**src/rtl/mem_arbiter_pkg.sv**
```systemverilog
// mem_arbiter_pkg: shared CPU memory-system constants.
//   - memory command encodings (MNONE/MREAD/MWRITE, 2'b11 behaves as MNONE)
//   - arbiter FSM state encodings (2-bit)
//   - default addresses of the memory-mapped LED register and switch port
//   - requester identifier type used for ownership and round-robin history
package mem_arbiter_pkg;

  localparam logic [1:0] MNONE  = 2'b00;
  localparam logic [1:0] MREAD  = 2'b01;
  localparam logic [1:0] MWRITE = 2'b10;

  localparam logic [1:0] ST_IDLE   = 2'b00;
  localparam logic [1:0] ST_ACCESS = 2'b01;
  localparam logic [1:0] ST_RESP   = 2'b10;

  localparam logic [8:0] LED_ADDR_DEF = 9'h100;
  localparam logic [8:0] SW_ADDR_DEF  = 9'h140;

  typedef enum logic {
    PORT_A = 1'b0,
    PORT_B = 1'b1
  } port_e;

endpackage

```
**src/rtl/mem_arbiter_if.sv**
```systemverilog
// mem_arbiter_if: bundles every signal around the memory arbiter.
//   Requester ports A and B : req, cmd, addr, wdata in; ack, rdata out.
//   RAM side                : ram_addr, ram_we, ram_din out; ram_dout in.
//   I/O                     : sw_in in; led_out out.
//   Status                  : busy, state_dbg (FSM state for checkers).
//
// Handshake: a requester raises req with cmd/addr/wdata stable and keeps
// them stable until it observes ack (a single-cycle pulse). On the clock
// edge where ack is seen it must drop req or present a new request; a req
// still high in IDLE is taken as a new transaction. rdata is meaningful only
// while ack is high and is 0 otherwise.
interface mem_arbiter_if #(
  parameter int AW = 9,
  parameter int DW = 16
);
  logic          req_a;
  logic [1:0]    cmd_a;
  logic [AW-1:0] addr_a;
  logic [DW-1:0] wdata_a;
  logic          ack_a;
  logic [DW-1:0] rdata_a;

  logic          req_b;
  logic [1:0]    cmd_b;
  logic [AW-1:0] addr_b;
  logic [DW-1:0] wdata_b;
  logic          ack_b;
  logic [DW-1:0] rdata_b;

  logic [AW-2:0] ram_addr;
  logic          ram_we;
  logic [DW-1:0] ram_din;
  logic [DW-1:0] ram_dout;

  logic [7:0]    sw_in;
  logic [7:0]    led_out;
  logic          busy;
  logic [1:0]    state_dbg;

  modport slave (
    input  req_a, cmd_a, addr_a, wdata_a,
    input  req_b, cmd_b, addr_b, wdata_b,
    input  ram_dout, sw_in,
    output ack_a, rdata_a, ack_b, rdata_b,
    output ram_addr, ram_we, ram_din,
    output led_out, busy, state_dbg
  );

  modport master (
    output req_a, cmd_a, addr_a, wdata_a,
    output req_b, cmd_b, addr_b, wdata_b,
    output ram_dout, sw_in,
    input  ack_a, rdata_a, ack_b, rdata_b,
    input  ram_addr, ram_we, ram_din,
    input  led_out, busy, state_dbg
  );
endinterface

```
**src/rtl/mem_addr_decode.sv**
```systemverilog
// mem_addr_decode: combinational address/command decoder.
//   addr   : requester address (AW bits), upper bit selects the I/O page
//   cmd    : memory command
//   is_ram : address lies in the RAM page (addr[AW-1]=0)
//   is_led : address is the LED register
//   is_sw  : address is the switch port
//   ram_wr : command writes RAM
//   led_wr : command writes the LED register
// Writes to the switch port or any other I/O-page address decode to no
// write strobe at all, so they are silently dropped.
module mem_addr_decode
  import mem_arbiter_pkg::*;
#(
  parameter int            AW       = 9,
  parameter logic [AW-1:0] LED_ADDR = LED_ADDR_DEF,
  parameter logic [AW-1:0] SW_ADDR  = SW_ADDR_DEF
) (
  input  logic [AW-1:0] addr,
  input  logic [1:0]    cmd,
  output logic          is_ram,
  output logic          is_led,
  output logic          is_sw,
  output logic          ram_wr,
  output logic          led_wr
);

  logic is_write;

  always_comb begin
    is_write = (cmd == MWRITE);
    is_ram   = ~addr[AW-1];
    is_led   = (addr == LED_ADDR);
    is_sw    = (addr == SW_ADDR);
    ram_wr   = is_write & is_ram;
    led_wr   = is_write & is_led;
  end

endmodule

```
**src/rtl/mem_arbiter.sv**
```systemverilog
// mem_arbiter: shares one single-port RAM plus the LED/switch I/O between
// two requesters (A = CPU, B = debug/loader) with round-robin arbitration.
// Each transaction takes three cycles: IDLE (arbitrate) -> ACCESS (drive
// RAM) -> RESP (ack + read data) -> IDLE.
//   clk, reset : clock and synchronous active-high reset
//   bus        : mem_arbiter_if slave view (requesters, RAM, I/O, status)
module mem_arbiter
  import mem_arbiter_pkg::*;
#(
  parameter int            AW       = 9,
  parameter int            DW       = 16,
  parameter logic [AW-1:0] LED_ADDR = LED_ADDR_DEF,
  parameter logic [AW-1:0] SW_ADDR  = SW_ADDR_DEF
) (
  input  logic            clk,
  input  logic            reset,
  mem_arbiter_if.slave    bus
);

  logic [1:0]    state;
  port_e         owner;
  port_e         last_grant;
  logic [7:0]    led_q;

  // Live view of the owning port; requesters hold their inputs stable
  // until ack, so nothing is latched here.
  logic [1:0]    o_cmd;
  logic [AW-1:0] o_addr;
  logic [DW-1:0] o_wdata;

  logic          is_ram;
  logic          is_led;
  logic          is_sw;
  logic          ram_wr;
  logic          led_wr;
  logic          is_read;
  logic          in_access;
  logic          in_resp;
  logic [DW-1:0] rd_mux;

  always_comb begin
    if (owner == PORT_B) begin
      o_cmd   = bus.cmd_b;
      o_addr  = bus.addr_b;
      o_wdata = bus.wdata_b;
    end else begin
      o_cmd   = bus.cmd_a;
      o_addr  = bus.addr_a;
      o_wdata = bus.wdata_a;
    end
  end

  mem_addr_decode #(
    .AW       (AW),
    .LED_ADDR (LED_ADDR),
    .SW_ADDR  (SW_ADDR)
  ) u_decode (
    .addr   (o_addr),
    .cmd    (o_cmd),
    .is_ram (is_ram),
    .is_led (is_led),
    .is_sw  (is_sw),
    .ram_wr (ram_wr),
    .led_wr (led_wr)
  );

  always_ff @(posedge clk) begin
    if (reset) begin
      state      <= ST_IDLE;
      owner      <= PORT_A;
      last_grant <= PORT_B;
      led_q      <= 8'h00;
    end else begin
      case (state)
        ST_IDLE: begin
          if (bus.req_a && bus.req_b) begin
            // Tie: the port that did not win last time goes first.
            owner <= (last_grant == PORT_B) ? PORT_A : PORT_B;
            state <= ST_ACCESS;
          end else if (bus.req_a) begin
            owner <= PORT_A;
            state <= ST_ACCESS;
          end else if (bus.req_b) begin
            owner <= PORT_B;
            state <= ST_ACCESS;
          end
        end
        ST_ACCESS: begin
          if (led_wr) begin
            led_q <= o_wdata[7:0];
          end
          state <= ST_RESP;
        end
        ST_RESP: begin
          last_grant <= owner;
          state      <= ST_IDLE;
        end
        default: state <= ST_IDLE;
      endcase
    end
  end

  always_comb begin
    in_access = (state == ST_ACCESS);
    in_resp   = (state == ST_RESP);
    is_read   = (o_cmd == MREAD);

    // ram_dout is registered in the RAM, so the address must stay on the
    // bus through RESP for the read data to line up with ack.
    bus.ram_addr = (in_access || in_resp) ? o_addr[AW-2:0] : '0;
    bus.ram_we   = in_access & ram_wr;
    bus.ram_din  = in_access ? o_wdata : '0;

    rd_mux = '0;
    if (is_read) begin
      if (is_ram) begin
        rd_mux = bus.ram_dout;
      end else if (is_sw) begin
        rd_mux = {{(DW-8){1'b0}}, bus.sw_in};
      end else if (is_led) begin
        rd_mux = {{(DW-8){1'b0}}, led_q};
      end
    end

    bus.ack_a     = in_resp && (owner == PORT_A);
    bus.ack_b     = in_resp && (owner == PORT_B);
    bus.rdata_a   = bus.ack_a ? rd_mux : '0;
    bus.rdata_b   = bus.ack_b ? rd_mux : '0;
    bus.led_out   = led_q;
    bus.busy      = (state != ST_IDLE);
    bus.state_dbg = state;
  end

endmodule
```
**src/flat_wrapper.sv**
```systemverilog
// flat-port wrapper written by rule: the top's interface ports become plain ports
module mem_arbiter_flat import mem_arbiter_pkg::*;
#(
  parameter int            AW       = 9,
  parameter int            DW       = 16,
  parameter logic [AW-1:0] LED_ADDR = LED_ADDR_DEF,
  parameter logic [AW-1:0] SW_ADDR  = SW_ADDR_DEF
)
  (clk, reset, bus_req_a, bus_cmd_a, bus_addr_a, bus_wdata_a, bus_req_b, bus_cmd_b, bus_addr_b, bus_wdata_b, bus_ram_dout, bus_sw_in, bus_ack_a, bus_rdata_a, bus_ack_b, bus_rdata_b, bus_ram_addr, bus_ram_we, bus_ram_din, bus_led_out, bus_busy, bus_state_dbg);
  mem_arbiter_if #(.AW(AW), .DW(DW)) bus_i ();
  input  logic clk;
  input  logic reset;
  input wire logic [$bits(bus_i.req_a)-1:0] bus_req_a;
  input wire logic [$bits(bus_i.cmd_a)-1:0] bus_cmd_a;
  input wire logic [$bits(bus_i.addr_a)-1:0] bus_addr_a;
  input wire logic [$bits(bus_i.wdata_a)-1:0] bus_wdata_a;
  input wire logic [$bits(bus_i.req_b)-1:0] bus_req_b;
  input wire logic [$bits(bus_i.cmd_b)-1:0] bus_cmd_b;
  input wire logic [$bits(bus_i.addr_b)-1:0] bus_addr_b;
  input wire logic [$bits(bus_i.wdata_b)-1:0] bus_wdata_b;
  input wire logic [$bits(bus_i.ram_dout)-1:0] bus_ram_dout;
  input wire logic [$bits(bus_i.sw_in)-1:0] bus_sw_in;
  output wire logic [$bits(bus_i.ack_a)-1:0] bus_ack_a;
  output wire logic [$bits(bus_i.rdata_a)-1:0] bus_rdata_a;
  output wire logic [$bits(bus_i.ack_b)-1:0] bus_ack_b;
  output wire logic [$bits(bus_i.rdata_b)-1:0] bus_rdata_b;
  output wire logic [$bits(bus_i.ram_addr)-1:0] bus_ram_addr;
  output wire logic [$bits(bus_i.ram_we)-1:0] bus_ram_we;
  output wire logic [$bits(bus_i.ram_din)-1:0] bus_ram_din;
  output wire logic [$bits(bus_i.led_out)-1:0] bus_led_out;
  output wire logic [$bits(bus_i.busy)-1:0] bus_busy;
  output wire logic [$bits(bus_i.state_dbg)-1:0] bus_state_dbg;
  assign bus_i.req_a = bus_req_a;
  assign bus_i.cmd_a = bus_cmd_a;
  assign bus_i.addr_a = bus_addr_a;
  assign bus_i.wdata_a = bus_wdata_a;
  assign bus_i.req_b = bus_req_b;
  assign bus_i.cmd_b = bus_cmd_b;
  assign bus_i.addr_b = bus_addr_b;
  assign bus_i.wdata_b = bus_wdata_b;
  assign bus_i.ram_dout = bus_ram_dout;
  assign bus_i.sw_in = bus_sw_in;
  assign bus_ack_a = bus_i.ack_a;
  assign bus_rdata_a = bus_i.rdata_a;
  assign bus_ack_b = bus_i.ack_b;
  assign bus_rdata_b = bus_i.rdata_b;
  assign bus_ram_addr = bus_i.ram_addr;
  assign bus_ram_we = bus_i.ram_we;
  assign bus_ram_din = bus_i.ram_din;
  assign bus_led_out = bus_i.led_out;
  assign bus_busy = bus_i.busy;
  assign bus_state_dbg = bus_i.state_dbg;
  mem_arbiter #(.AW(AW), .DW(DW), .LED_ADDR(LED_ADDR), .SW_ADDR(SW_ADDR)) u_core (.clk(clk), .reset(reset), .bus(bus_i));
endmodule
```
**config.mk**
```make
export PLATFORM = sky130hd
export DESIGN_NAME = mem_arbiter_flat
export DESIGN_NICKNAME = d
export VERILOG_FILES = /design/src/rtl/mem_arbiter_pkg.sv /design/src/rtl/mem_arbiter_if.sv /design/src/rtl/mem_addr_decode.sv /design/src/rtl/mem_arbiter.sv /design/src/flat_wrapper.sv
export SDC_FILE = /design/constraint.sdc
export NUM_CORES = 1
export LEC_CHECK = 0
export ABC_AREA = 1
export CAP_MARGIN = 25
export CORE_MARGIN = 5
export CORE_UTILIZATION = 31
export CTS_CLUSTER_DIAMETER = 30
export DETAILED_ROUTE_END_ITERATION = 6
export PLACE_DENSITY_LB_ADDON = 0.15
export SYNTH_ARGS = -nofsm -noshare
export SYNTH_HDL_FRONTEND = slang
export SYNTH_SLANG_ARGS = --single-unit
```
**constraint.sdc**
```tcl
create_clock -name clk -period 2.3 [get_ports clk]
set_input_delay 0.23 -clock clk [delete_from_list [all_inputs] [get_ports clk]]
set_output_delay 0.23 -clock clk [all_outputs]
set_load 0.03 [all_outputs]
```
==> metrics.txt, run 1 <==
worst hold path type reg -> reg; register area roughly 240 um^2; WHS between 400 and 500 ps; Worst EP required 2070 ps; vias in the first global route 2189; Final Critical Period 2170 ps; port buffer count 151; 1st-pass router iterations 4; Rows 26; sequential fraction of the synthesis area 14.8%; most frequent cells in the layout clkdlybuf4s50_1, nor2_1, nand2_1; first-pass GRT wire length between 10000 and 15000 um; H-tree depth 1; die area ~6800 um^2; CTS sink count 12; Tot GR Track Use around a fifth; max-cap viol count 0; max_slew headroom 63.9%; Critical Path Source Type register; reg-to-reg slack, setup roughly 440 ps; GR met2 Demand/Resource 33.5%; post-synthesis net count 385; met3 usage 4.88%; R2R depth 11; fraction of layout cells with a size suffix above 1 19.6%; Worst R2R End u_core.bus.led_out[5]$_SDFFE_PP0P_; Ports approximately 150; die width 82.3 um; setup TNS 0 ps; Routed WL 6720 um; final worst slack roughly 130 ps; antenna cells 0; VDD IR max around 0.00036 V; hpwl dp roughly 5500 um; Core ar. 5110 um^2; area grow syn2layout 103%; number of CTS-inserted buffers 3; Residual DRC 0; Fin. Hold Viols 0; post-synthesis cell area 1620 um^2; Skew-Pair Late Insertion Delay about 240 ps; synth top area cells nor2_1, dfxtp_1, nand2_1; area fraction of the dominant cell type after synthesis 17.6%; routed vias 2391; initial antenna violation count 0; Final Cycle Share between 90 and 100%; Setup WS pre-CTS ~180 ps; slew at the pin with the worst max-slew slack 540 ps; Nets between 500 and 600; clk_skew 2.99 ps; leading area contributor after synthesis nor2_1; Setup crit end bus_rdata_a[0]; pwr/cell area 349 nW/um^2; vias per inst 4.55; Power, Total 0.00114 W; Final Cell Area 3280 um^2; synthesized area per cell approximately 5.4 um^2; Yosys warning total 0; Pins Over Slew Limit 0; CP Class reg -> out; Initial Util 31.7%; Worst setup EP type output pin; crit path DAT 1940 ps; met1 Resource Use GR between 20% and 30%; GPL Wtd Cong 0.815; TritonCTS clock tree done; GRT busiest layer met2; FF+latch count, synth 12; FF-to-FF Start u_core.owner$_SDFFE_PP0P_; worst setup path start u_core.owner$_SDFFE_PP0P_; hold_buf cts 0; final setup fails 0; commonest non-fill, non-tap cell in the layout clkdlybuf4s50_1; fmax 461 MHz; root buf cell clkbuf_8; chip height 82.3 um; largest net degree at the start of global routing 33; GRT overflow 0; Synth Instances approximately 300; CP max FO 13; fillers 484; Routed wire per std cell 12.8 um; clk slew on worst S/H paths 60 ps; post-route ant nets 0; Initial DRC Count 110; clk buf depth 2; Multi-input gate area 1190 um^2; Cell variety after synth 26; run status completed; leak pwr 1.53 nW; Placed Area 3150 um^2
[power breakdown]
part           switching, W  internal (W)  total (W)
logic              0.000385      0.000307   0.000692
clock network     0.0000774      0.000151   0.000229
registers        0.00000794      0.000216   0.000224
[logic make-up after synthesis]
logic type | share of synthesized area [%]
buffers and inverters | 16.7
flip-flops | 14.8
AO/OA/AOI/OAI | 6.49
multiplexers | 4.94
adder cells (fa/ha/maj) | 3.09
AND/OR/NAND/NOR | 54.0
[metrics by stage]
stage / util [%] / std cells
floorplan: - / 299
global placement: 61.6 / 516
detailed placement: 61.6 / 516
CTS: 62.7 / 520
global route: 64.3 / 525
finish: 64.3 / 525
[how the worst min path moves through the flow]
stage | slack, ps | endpoint | depth (start not counted) | start
after CTS | 490 | u_core.last_grant$_SDFFE_PP1N_ | 2 | u_core.last_grant$_SDFFE_PP1N_
after global placement | 470 | u_core.last_grant$_SDFFE_PP1N_ | 2 | u_core.last_grant$_SDFFE_PP1N_
final | 490 | u_core.last_grant$_SDFFE_PP1N_ | 2 | u_core.last_grant$_SDFFE_PP1N_
after detailed placement | 480 | u_core.last_grant$_SDFFE_PP1N_ | 2 | u_core.last_grant$_SDFFE_PP1N_
after global routing | 530 | u_core.last_grant$_SDFFE_PP1N_ | 2 | u_core.last_grant$_SDFFE_PP1N_
after floorplan | 300 | u_core.owner$_SDFFE_PP0P_ | 1 | reset
[critical path, cell delays in order (launching register included)]
cell	delay, ps
dfxtp_2	390
buf_6	170
nand2_1	60
o21ai_1	120
nand2_2	170
nor2_8	200
nand3_1	100
nand3_1	110
nand2_1	70
nor2_1	120
buf_4	180
[timing repair]
item,CTS,global route
buffers inserted,0,4
setup endpoints to repair,0,25
gates resized for setup,0,10
[state kept, by name (all words and copies together) (netlist names)]
register              flops
u_core.owner              1
u_core.bus.led_out        8
u_core.bus.state_dbg      2
u_core.last_grant         1
[Yosys cell counts (all sizes together)]
| master | number |
|---|---|
| mux2i | 8 |
| o21ai | 14 |
| nand2 | 68 |
| clkinv | 2 |
| a311oi | 1 |
| nand3 | 21 |
| a211oi | 1 |
| nor2 | 80 |
| nand4 | 8 |
| nor4 | 16 |
| inv | 47 |
| nand3b | 1 |
| buf | 8 |
| ha | 4 |
| clkbuf | 5 |
| a21oi | 3 |
| dfxtp | 12 |
[per-layer routing]
metal	vias up	part of all wire [%]
met3	0	10
met5	-	0
li1	1256	-
met2	87	49
met4	0	0
met1	1048	41
[layout make-up]
type,instances,area share [%]
inverters,49,5.79
flip-flops and latches,12,7.36
clock buffers,4,1.68
multi-input cells,226,36.3
repair buffers,164,46.2
well taps,70,2.67
No activity file was read; power rests on OpenSTA's default activity.
==> run 2: changes to the inputs <==
CTS_CLUSTER_DIAMETER = not set   (was 30)
==> results of run 2 <==
No change in the layout: final DEF, timing and power equal those of run 1.
